[src/rtl/seq_divider64_32.sv]
// Multi-cycle unsigned restoring divider: DIVIDEND_W-bit dividend / DIVISOR_W-bit divisor,
// one shift/compare/subtract step per clock, start/busy/done handshake.
module seq_divider64_32 #(
  parameter int DIVIDEND_W = 64,
  parameter int DIVISOR_W  = 32
) (
  input  logic                  clk,
  input  logic                  rst_n,
  input  logic                  start,
  input  logic [DIVIDEND_W-1:0] dividend,
  input  logic [DIVISOR_W-1:0]  divisor,
  output logic                  busy,
  output logic                  done,
  output logic [DIVIDEND_W-1:0] quotient,
  output logic [DIVISOR_W-1:0]  remainder,
  output logic                  div_by_zero
);
  localparam int CNT_W = $clog2(DIVIDEND_W);

  typedef enum logic [1:0] {IDLE, RUN, DONE} state_e;

  state_e                state_q, state_d;
  logic [DIVISOR_W:0]    r_q, r_d;
  logic [DIVIDEND_W-1:0] q_q, q_d;
  logic [DIVISOR_W-1:0]  dvsr_q, dvsr_d;
  logic [CNT_W-1:0]      cnt_q, cnt_d;
  logic [DIVIDEND_W-1:0] quo_q, quo_d;
  logic [DIVISOR_W-1:0]  rem_q, rem_d;
  logic                  dbz_q, dbz_d;

  logic [DIVISOR_W:0]    t, diff;
  logic                  ge;
  // R stays below the divisor, so its top bit is always zero and never feeds T.
  logic                  unused_r_msb;
  assign unused_r_msb = r_q[DIVISOR_W];

  always_comb begin
    t       = {r_q[DIVISOR_W-1:0], q_q[DIVIDEND_W-1]};
    diff    = t - {1'b0, dvsr_q};
    ge      = (t >= {1'b0, dvsr_q});
    state_d = state_q;
    r_d     = r_q;
    q_d     = q_q;
    dvsr_d  = dvsr_q;
    cnt_d   = cnt_q;
    quo_d   = quo_q;
    rem_d   = rem_q;
    dbz_d   = dbz_q;
    case (state_q)
      // DONE also accepts a request so back-to-back divisions issue every DIVIDEND_W+1 cycles.
      IDLE, DONE: begin
        state_d = IDLE;
        if (start) begin
          if (divisor == '0) begin
            quo_d   = '1;
            rem_d   = dividend[DIVISOR_W-1:0];
            dbz_d   = 1'b1;
            state_d = DONE;
          end else begin
            dvsr_d  = divisor;
            r_d     = '0;
            q_d     = dividend;
            cnt_d   = '0;
            state_d = RUN;
          end
        end
      end
      RUN: begin
        r_d   = ge ? diff : t;
        q_d   = {q_q[DIVIDEND_W-2:0], ge};
        cnt_d = cnt_q + CNT_W'(1);
        if (cnt_q == CNT_W'(DIVIDEND_W - 1)) begin
          quo_d   = q_d;
          rem_d   = r_d[DIVISOR_W-1:0];
          dbz_d   = 1'b0;
          state_d = DONE;
        end
      end
      default: state_d = IDLE;
    endcase
  end

  always_ff @(posedge clk or negedge rst_n) begin
    if (!rst_n) begin
      state_q <= IDLE;
      r_q     <= '0;
      q_q     <= '0;
      dvsr_q  <= '0;
      cnt_q   <= '0;
      quo_q   <= '0;
      rem_q   <= '0;
      dbz_q   <= 1'b0;
    end else begin
      state_q <= state_d;
      r_q     <= r_d;
      q_q     <= q_d;
      dvsr_q  <= dvsr_d;
      cnt_q   <= cnt_d;
      quo_q   <= quo_d;
      rem_q   <= rem_d;
      dbz_q   <= dbz_d;
    end
  end

  assign busy        = (state_q == RUN);
  assign done        = (state_q == DONE);
  assign quotient    = quo_q;
  assign remainder   = rem_q;
  assign div_by_zero = dbz_q;
endmodule

[config.mk]
export PLATFORM = sky130hd
export DESIGN_NAME = seq_divider64_32
export DESIGN_NICKNAME = d
export VERILOG_FILES = /design/src/rtl/seq_divider64_32.sv
export SDC_FILE = /design/constraint.sdc
export NUM_CORES = 1
export LEC_CHECK = 0
export BUFFER_PORTS_ARGS = -buffer_cell sky130_fd_sc_hd__buf_4
export CORE_ASPECT_RATIO = 1.25
export CORE_MARGIN = 3
export CORE_UTILIZATION = 51
export CTS_CLUSTER_DIAMETER = 150
export DETAILED_ROUTE_END_ITERATION = 6
export GPL_TIMING_DRIVEN = 0
export PLACE_DENSITY = 0.79
export SLEW_MARGIN = 30
export SYNTH_ARGS = -nofsm -noshare
export SYNTH_HDL_FRONTEND = slang
export SYNTH_SLANG_ARGS = --single-unit
[constraint.sdc]
create_clock -name clk -period 2.9 [get_ports clk]
set_input_delay 0.725 -clock clk [delete_from_list [all_inputs] [get_ports clk]]
set_output_delay 0.725 -clock clk [all_outputs]
set_load 0.02 [all_outputs]
==> results.txt, run 1 <==
run status = complete, but fails checks
violated checks = setup timing
ANT cells = 0
area post-placement = 13,600 um2
Lkg Pwr = 6.82 nW
Die W = 141 um
synth unique cells = 70
largest net degree at the start of global routing = 79
post-route DRC violation count = 0
CTS Buffer Depth = 3
drt via density = 6.04
commonest non-fill, non-tap cell in the layout = nand2_1
routed wl met3 = 2.85 mm
crit path max-delay cell type = dfrtp_2
clock buffer count from CTS = 24
GRT Overall Usage = 28.3%
Site Rows = 61
peak supply drop = 0.876 mV
Final WS setup = -187 ps
Filler Cells Inserted = 1,734
Post-Syn Instances = 1,288
WS Path Type = reg2reg
final RePlAce weighted congestion = 0.910
Starting Density = 52.0%
Critical Path Start Type = register
Mapped Avg Cell Area = 9.03 um2
clk_skew = 17.1 ps
Synth Net Count = 1,421
post-DP HPWL = 26.8 mm
Worst Path Buf+Inv = 1
final setup fails = 40
design area = 15,100 um2
Final Hold Fails = 0
clk slew on worst S/H paths = 60 ps
PD cells = 1560 nW/um2
layout cells sized above 1 = 24.4%
CTS Hold Bufs = 0
Top Ports = 198
placed cells = 1,771
cells along the critical path = ha_1 > nor2b_1 > o2111ai_2 > a211o_1 > nand3_1 > and4_4 > o211ai_1 > nand2_2 > buf_12 > mux2i_4 > o21ai_0
GRT Residual Overflow = 0
Synth Cell Area = 11,600 um2
CP arrival = 3460 ps
DRT iter0 DRCs = 1,069
number of synthesized flops with an enable pin = 0
Final Max Tran Viols = 0
RSZ-0062 raised after global routing = true
WL per Instance = 20.0 um
full die area = 24,700 um2
Reg area = 5830 um2
Final period util = 106%
register area share after synthesis = 50.1%
area of the multi-input gates = 5630 um2
slowest stage delay, CP = 420 ps
FFs w/ async S/R, synth = 100%
met2 WL post-DR = 18.4 mm
total of max-cap violations = 0
IO buf count = 197
final WL = 36.7 mm
drt first pass iters = 5
Top Metal Used = met4
commonest non-fill, non-tap cells in the layout = 256 x nand2_1, 230 x dfrtp_1, 225 x buf_4
Area Growth Syn to Fin = 29.5%
flop2flop setup slack = -190 ps
CP Capture Type = register
Clock Sinks = 233
Nets = 1,669
M1 wire length = 14.2 mm
CP Data Required Time = 3270 ps
critical-path maximum fanout = 10
#FFs+latches synth = 233
worst min-delay path class = in2async
CTS tree = done
vias in the first global route = 10,347
slew at the pin closest to its max-slew limit = 719 ps
post-route ant nets = 0
CTS H-tree lvls = 1
Non-Filler Instances = 1,833
Slew headroom = 51.9%
Main synth FF type = dfrtp_1
Crit path max-delay family = simple AND/OR/NAND/NOR gates
root buffer cell = clkbuf_16
FMAX = 0.324 GHz
core region area = 22,400 um2
height of the die = 175 um
antenna violations before repair = 1
via count = 11,074
Warnings, synthesis = 0
post-layout min period = 3090 ps
Clock Latency Late Sink = 530 ps
global-route wire length before repair = 56.0 mm
==> routing by layer <==
metal / GRT usage (%) / vias up
met4: 9.49 / 0
met1: 37.4 / 5412
li1: - / 5025
met3: 3.50 / 90
met2: 48.3 / 547
met5: 0 / -
==> cells in the mapped netlist (2+ instances only) <==
library cell / n / area, um2
nand2_1: 257 / 965
dfrtp_1: 233 / 5830
o21ai_0: 111 / 556
nor2_1: 99 / 372
a31oi_1: 88 / 551
clkbuf_1: 69 / 259
a21oi_1: 57 / 285
nand3_1: 52 / 260
inv_1: 40 / 150
ha_1: 33 / 413
o22a_1: 31 / 272
xnor2_1: 16 / 140
and3_1: 15 / 93.8
a21o_1: 14 / 105
nor4_1: 12 / 75.1
o21ai_1: 12 / 60.1
mux2i_1: 11 / 110
xor2_1: 10 / 87.6
nand4_1: 9 / 56.3
buf_2: 7 / 35.0
buf_4: 7 / 52.6
nand3_2: 7 / 70.1
or3_1: 7 / 43.8
a211oi_1: 5 / 37.5
o22ai_1: 5 / 31.3
a211o_1: 4 / 35.0
nand2b_1: 4 / 25.0
nor3_1: 4 / 20.0
o21a_1: 4 / 30.0
o31ai_1: 4 / 30.0
buf_6: 3 / 33.8
nor2b_1: 3 / 18.8
o2111ai_1: 3 / 26.3
o211ai_1: 3 / 22.5
o21bai_1: 3 / 22.5
or2_2: 3 / 18.8
a2111oi_0: 2 / 17.5
a2111oi_2: 2 / 30.0
a21o_2: 2 / 17.5
a21oi_2: 2 / 17.5
and2_1: 2 / 12.5
and4_4: 2 / 22.5
clkbuf_2: 2 / 10.0
o21ai_2: 2 / 17.5
o41ai_1: 2 / 17.5
==> worst paths after layout <==
check	start	end	cells after the start
setup reg to reg	r_q[0]	r_q[18]	11
hold / removal	rst_n	quotient[11]	1
max in group asynchronous	rst_n	q_q[60]	3
min in group clk	divisor[16]	dvsr_q[16]	3
hold reg to reg	quotient[47]	quotient[47]	2
setup / recovery	r_q[0]	r_q[18]	11
==> power breakdown <==
part | internal [mW] | leakage [nW] | switching [mW] | total (mW)
combinational | 5.86 | 3.74 | 8.50 | 14.4
clock | 1.89 | 0.399 | 1.29 | 3.18
sequential | 4.88 | 2.69 | 1.10 | 5.98
total | 12.6 | 6.82 | 10.9 | 23.5
==> what timing repair did <==
item                                    CTS  global route
setup buffers                            13            12
pin swaps                                16            33
cloned                                    0             3
gates resized for setup                  58            43
endpoints found under the setup margin  204           120
==> cells by family after synthesis <==
| family | after synthesis | share of synthesized area [%] |
|---|---|---|
| AOI/OAI and AO/OA | 368 | 20.0 |
| muxes | 11 | 0.947 |
| adders and majority gates | 34 | 3.72 |
| xor gates and xnor gates | 26 | 1.96 |
| buffers and inverters | 131 | 4.96 |
| DFF | 233 | 50.1 |
| and+or+nand+nor | 485 | 18.3 |
==> stage by stage <==
step | worst slack (ps) | hold WS (ps) | util (%) | total power [mW] | TNS, ps
2_1_floorplan | 74.9 | 429 | - | 14.0 | 0
3_3_place_gp | -933 | 463 | 60.2 | 17.7 | -284520
3_5_place_dp | -973 | 474 | 60.6 | 18.0 | -156470
4_1_cts | -106 | 96.1 | 65.6 | 22.2 | -406
5_1_grt | -228 | 111 | 67.3 | 24.9 | -6180
6_report | -187 | 84.6 | 67.3 | 23.5 | -2120
==> area by class of cell <==
type / instances / area share, %
flip-flops and latches: 233 / 38.8
multi-input cells: 924 / 37.4
repair buffers: 227 / 12.2
clock buffers: 34 / 4.78
plain buffers: 85 / 2.94
well taps: 283 / 2.35
inverters: 41 / 1.02
clock inverters: 6 / 0.557
==> worst reg2reg max path: stages (launching register included) <==
cell	delay, ps
dfrtp_2	420
ha_1	300
nor2b_1	260
o2111ai_2	220
a211o_1	330
nand3_1	140
and4_4	260
o211ai_1	130
nand2_2	190
buf_12	200
mux2i_4	330
o21ai_0	160
==> flip-flops by register name (all words and copies together), names as in the netlist <==
| signal | count |
|---|---|
| dvsr_q | 32 |
| q_q | 64 |
| cnt_q | 6 |
| state_q | 2 |
| quotient | 64 |
| remainder | 32 |
| r_q | 32 |
| div_by_zero | 1 |
(Power assumes the default switching activity.)
==> run 2, diff against run 1 <==
--- a/config.mk
+++ b/config.mk
@@ -6,13 +6,15 @@
 export NUM_CORES = 1
 export LEC_CHECK = 0
 export BUFFER_PORTS_ARGS = -buffer_cell sky130_fd_sc_hd__buf_4
+export CAP_MARGIN = 20
 export CORE_ASPECT_RATIO = 1.25
 export CORE_MARGIN = 3
 export CORE_UTILIZATION = 51
+export CTS_BUF_LIST = sky130_fd_sc_hd__clkbuf_16
 export CTS_CLUSTER_DIAMETER = 150
 export DETAILED_ROUTE_END_ITERATION = 6
 export GPL_TIMING_DRIVEN = 0
-export PLACE_DENSITY = 0.79
+export PLACE_DENSITY = 0.83
 export SLEW_MARGIN = 30
 export SYNTH_ARGS = -nofsm -noshare
 export SYNTH_HDL_FRONTEND = slang
==> run 2 against run 1 <==
The run still ends with setup timing left. Global-route usage grew 0.59 points. Register-to-register slack improved by 90 ps. Via count increased by 3.7%. Final cell count grew 0.55%. Fmax rose by 3.1%. Sequential cell count stayed put. Clock-buffer cell count fell by 9. Setup slack improved by 91 ps. Utilization increased by 1.7 points. Critical path depth is 3 higher. Sequential share of layout area fell by 0.91 points. Highest routed layer unchanged.
==> results.txt, run 2 (synthesis gave the netlist of run 1 again) <==
crit path max-delay cell type = dfrtp_1
final setup fails = 14 (-65%)
DRT iter0 DRCs = 1,125 (+5.2%)
Worst Path Buf+Inv = 3 (+2)
clock buffer count from CTS = 25 (+4.2%)
Final period util = 103% (-3.2 points)
total of max-cap violations = 0 (unchanged)
commonest non-fill, non-tap cells in the layout = 252 x nand2_1, 233 x buf_4, 227 x dfrtp_1
WL per Instance = 21.0 um (+4.9%)
Critical Path Start Type = register
slowest stage delay, CP = 430 ps (about the same)
post-route DRC violation count = 0 (unchanged)
CP Capture Type = register
CTS Hold Bufs = 0 (unchanged)
CTS tree = done
CP arrival = 3380 ps (-80 ps)
slew at the pin closest to its max-slew limit = 774 ps (+54.8 ps)
Filler Cells Inserted = 1,604 (-7.5%)
height of the die = 175 um (unchanged)
final WL = 38.7 mm (+5.4%)
final RePlAce weighted congestion = 0.923 (+1.4%)
violated checks = setup timing
post-route ant nets = 0 (unchanged)
Slew headroom = 48.3% (-3.7 points)
worst min-delay path class = in2async
root buffer cell = clkbuf_16
run status = complete, but fails checks
Final Hold Fails = 0 (unchanged)
GRT Overall Usage = 28.9% (+0.59 points)
drt first pass iters = 6 (+1)
Starting Density = 52.0% (unchanged)
area post-placement = 13,500 um2 (-0.20%)
clk slew on worst S/H paths = 60 ps (about the same)
full die area = 24,700 um2 (unchanged)
global-route wire length before repair = 57.3 mm (+2.2%)
commonest non-fill, non-tap cell in the layout = nand2_1
Clock Sinks = 233 (unchanged)
Non-Filler Instances = 1,843 (+0.55%)
RSZ-0062 raised after global routing = true
Nets = 1,675 (+0.36%)
antenna violations before repair = 0 (-1)
layout cells sized above 1 = 27.5% (+3.1 points)
Die W = 141 um (unchanged)
WS Path Type = reg2reg
placed cells = 1,770 (-0.056%)
GRT Residual Overflow = 0 (unchanged)
Clock Latency Late Sink = 550 ps (+20 ps)
setup slack at placement = -901 ps (+72.1 ps)
Final Max Tran Viols = 0 (unchanged)
Site Rows = 61 (unchanged)
IO buf count = 197 (unchanged)
Final WS setup = -96.0 ps (+91.4 ps)
post-DP HPWL = 27.1 mm (+1.1%)
FMAX = 0.334 GHz (+3.1%)
Top Ports = 198 (unchanged)
CTS Buffer Depth = 3 (unchanged)
via count = 11,487 (+3.7%)
critical-path maximum fanout = 3 (-7)
Crit path max-delay family = compound AO/OA/AOI/OAI gates
design area = 15,400 um2 (+2.5%)
post-layout min period = 3000 ps (-91.4 ps)
clk_skew = 34.5 ps (+17.4 ps)
CP Data Required Time = 3280 ps (about the same)
cells along the critical path = inv_2 > ha_4 > inv_2 > fa_2 > a211oi_2 > o211ai_1 > a31oi_2 > o21ai_2 > a31oi_2 > o21bai_1 > xnor2_1 > mux2i_2 > buf_4 > o21ai_1
ANT cells = 0 (unchanged)
largest net degree at the start of global routing = 91 (+15%)
Reg area = 5840 um2 (about the same)
drt via density = 6.23 (+3.2%)
core region area = 22,400 um2 (unchanged)
vias in the first global route = 10,778 (+4.2%)
area of the multi-input gates = 5960 um2 (+5.8%)
CTS H-tree lvls = 1 (unchanged)
Area Growth Syn to Fin = 32.7%
[run 2: cell types whose count changed in the layout (fill, tap and decap cells not counted), moves of 5 or more]
cell / delta
clkbuf_8: -6
clkinv_1: +6
buf_4: +8
ha_4: +9
ha_1: -12
a21oi_1: -5
nand3_1: -5
[run 2: layer usage]
metal	global-route usage (%)	routed length, um
met1	37.5	14500
met2	48.1	18900
met3	3.97	3110
met4	13.3	2300
met5	0	0
[run 2: repair_timing]
item | 4_1_cts | 5_1_grt
gates resized for setup | 58 | 115
pin swaps | 18 | 48
setup buffers | 15 | 17
gates cloned | 0 | 3
endpoints found under the setup margin | 198 | 110
[run 2: final cells by class]
type	count	share of cell area [%]
Inverter	41	0.998
Sequential cell	233	37.8
Tap cell	283	2.30
Timing Repair Buffer	234	12.1
Clock buffer	25	4.06
Clock inverter	20	1.18
Buffer	83	2.87
Multi-Input combinational cell	924	38.6
[run 2: final timing paths]
path,slack (ps),cells past startpoint,startpoint,endpoint
worst max-delay path,-100,14,q_q[63],r_q[22]
worst min-delay path,110,1,rst_n,q_q[10]
worst max register to register,-100,14,q_q[63],r_q[22]
worst min register to register,480,2,quotient[58],quotient[58]
max in group asynchronous,1960,2,rst_n,dvsr_q[26]
min in group clk,400,3,divisor[16],dvsr_q[16]
[run 2: per-stage QoR]
step / hold WS, ps / setup TNS, ps / util (%)
after floorplan: 429 / 0 / -
after global routing: 145 / -3430 / 69.0
after detailed placement: 473 / -144470 / 60.5
after CTS: 134 / -151 / 65.7
final: 110 / -536 / 69.0
after global placement: 462 / -268340 / 60.2
[run 2: worst register-to-register path, stage by stage (launching register included)]
cell and delay, ps:
dfrtp_1 430, inv_2 90, ha_4 160, inv_2 40, fa_2 370, a211oi_2 260
o211ai_1 190, a31oi_2 300, o21ai_2 120, a31oi_2 260, o21bai_1 100, xnor2_1 150
mux2i_2 160, buf_4 160, o21ai_1 60
Power of run 2 is left out: the tool's default activity adds up to more than one toggle a clock period on the data nets, which glitch-free logic cannot reach.
==> run 3, diff against run 2 <==
--- a/config.mk
+++ b/config.mk
@@ -7,11 +7,11 @@
 export LEC_CHECK = 0
 export BUFFER_PORTS_ARGS = -buffer_cell sky130_fd_sc_hd__buf_4
 export CAP_MARGIN = 20
-export CORE_ASPECT_RATIO = 1.25
 export CORE_MARGIN = 3
 export CORE_UTILIZATION = 51
 export CTS_BUF_LIST = sky130_fd_sc_hd__clkbuf_16
 export CTS_CLUSTER_DIAMETER = 150
+export CTS_CLUSTER_SIZE = 8
 export DETAILED_ROUTE_END_ITERATION = 6
 export GPL_TIMING_DRIVEN = 0
 export PLACE_DENSITY = 0.83
==> run 3 against run 2 <==
The run still ends with setup timing left. Routed wire length increased by 3.8%. Worst hold slack improved by 84 ps. Global-route usage increased by 1.3 points. Sequential share of layout area about the same. Clock skew decreased by 0.70 ps. Critical endpoint unchanged. Largest cell class unchanged.
==> results.txt, run 3 (synthesis gave the netlist of run 1 again) <==
clk slew on worst S/H paths = 60 ps (about the same)
CTS tree = done
area of the multi-input gates = 5850 um2 (-1.8%)
violated checks = setup timing
CP Data Required Time = 3340 ps (+60 ps)
GRT Overall Usage = 30.1% (+1.3 points)
commonest non-fill, non-tap cells in the layout = 255 x nand2_1, 245 x buf_4, 227 x dfrtp_1
final WL = 40.2 mm (+3.8%)
slowest stage delay, CP = 420 ps (about the same)
slew at the pin closest to its max-slew limit = 714 ps (-60.3 ps)
clock buffer count from CTS = 35 (+40%)
DRT iter0 DRCs = 1,366 (+21%)
Final Max Tran Viols = 0 (unchanged)
CP dominant cell by count = buf_4
Die W = 157 um (+11%)
Clock Sinks = 233 (unchanged)
Final Hold Fails = 0 (unchanged)
RSZ-0062 raised after global routing = true
Starting Density = 52.6% (+0.63 points)
core region area = 22,100 um2 (-1.2%)
crit path max-delay cell type = dfrtp_1
Final period util = 108% (+4.9 points)
Clock Latency Late Sink = 510 ps (-40 ps)
final RePlAce weighted congestion = 0.952 (+3.2%)
FMAX = 0.319 GHz (-4.5%)
Nets = 1,692 (+1.0%)
Area Growth Syn to Fin = 32.6% (about the same)
post-route ant nets = 0 (unchanged)
global-route wire length before repair = 58.8 mm (+2.7%)
WS Path Type = reg2reg
total of max-cap violations = 0 (unchanged)
CP startpoint = q_q[63]
cells along the critical path = inv_1 > ha_2 > inv_2 > fa_2 > a211oi_4 > o211ai_1 > buf_4 > a31oi_4 > o21ai_2 > a31oi_2 > o21bai_1 > xnor2_1 > mux2i_2 > buf_4 > o21ai_1
commonest non-fill, non-tap cell in the layout = nand2_1
Slew headroom = 51.8% (+3.5 points)
ANT cells = 0 (unchanged)
via count = 11,647 (+1.4%)
full die area = 24,600 um2 (about the same)
root buffer cell = clkbuf_16
IO buf count = 197 (unchanged)
Site Rows = 54 (-11%)
R2R Path Start = q_q[63]
post-route DRC violation count = 0 (unchanged)
Top Ports = 198 (unchanged)
clk_skew = 33.8 ps (-0.697 ps)
post-layout min period = 3140 ps (+141 ps)
post-DP HPWL = 26.9 mm (-0.80%)
CTS H-tree lvls = 2 (+1)
antenna violations before repair = 0 (unchanged)
vias in the first global route = 11,063 (+2.6%)
Filler Cells Inserted = 1,586 (-1.1%)
largest net degree at the start of global routing = 91 (unchanged)
final setup fails = 42 (+28)
CTS Buffer Depth = 3 (unchanged)
height of the die = 157 um (-10%)
GRT Residual Overflow = 0 (unchanged)
Final WS setup = -237 ps (-141 ps)
layout cells sized above 1 = 27.3% (-0.21 points)
CTS Hold Bufs = 0 (unchanged)
Critical Path Start Type = register
critical-path maximum fanout = 3 (unchanged)
WL per Instance = 21.8 um (+3.9%)
drt first pass iters = 6 (unchanged)
Reg area = 5840 um2 (unchanged)
CP Capture Type = register
worst min-delay path class = in2async
drt via density = 6.33 (+1.5%)
CP arrival = 3570 ps (+190 ps)
Hold Slack = 194 ps (+83.6 ps)
run status = complete, but fails checks
-- run 3: cell count changes in the layout (fill, tap and decap cells not counted), moves of 3 or more --
cell / before / now
clkbuf_16: 28 / 36
nand3_4: 4 / 0
clkinv_1: 7 / 0
bufinv_16: 3 / 0
o21ai_1: 9 / 15
nand3_1: 41 / 51
a2111oi_2: 0 / 3
nand2_1: 252 / 255
buf_4: 233 / 245
nand3_2: 14 / 8
clkinv_2: 6 / 0
-- run 3: critical path: cells and delay by family, from the launching register on --
kind	cells	cell delay, ps
buf+inv	4	460
mux	1	110
flops	1	420
xor+xnor	1	260
compound gates	7	1220
fa+ha+maj	2	610
-- run 3: path summary, 6_finish.rpt --
path,slack [ps],cells past startpoint,to
worst max-delay path,-240,15,r_q[22]
worst min-delay path,190,1,dvsr_q[31]
worst max register to register,-240,15,r_q[22]
worst min register to register,480,2,quotient[57]
max in group asynchronous,1490,3,r_q[8]
min in group clk,430,3,dvsr_q[1]
-- run 3: stage by stage --
stage	setup slack, ps	TNS [ps]	utilization (%)	cells	cell area, um2
after floorplan	74.9	0	-	1288	11600
after global placement	-1060	-308340	60.9	1765	13500
after detailed placement	-1050	-167140	61.2	1767	13500
after CTS	-57.9	-172	67.3	1824	14900
after global routing	-262	-5830	69.8	1841	15400
final	-237	-3230	69.8	1841	15400
-- run 3: timing repair --
item | 4_1_cts | 5_1_grt
setup endpoints to repair | 227 | 144
setup buffers | 21 | 22
gates cloned | 0 | 1
pin swaps | 26 | 46
resized for setup | 60 | 92
-- run 3: final cells by class --
cell class                      instances  area share (%)
Buffer                                 82            2.74
Clock buffer                           35            5.68
Clock inverter                          4           0.292
Inverter                               41           0.998
Multi-Input combinational cell        924            37.9
Sequential cell                       233            37.9
Tap cell                              280            2.27
Timing Repair Buffer                  242            12.2
-- run 3: per-layer routing --
layer	wire length, um	vias to the layer above	share of wire [%]	track usage, %
li1	-	5063	-	-
met1	15400	5555	38	41.1
met2	18100	805	45	47.1
met3	4330	224	11	6.24
met4	2320	0	5.8	12.8
met5	0	-	0	0
Power of run 3 is left out for the same reason.
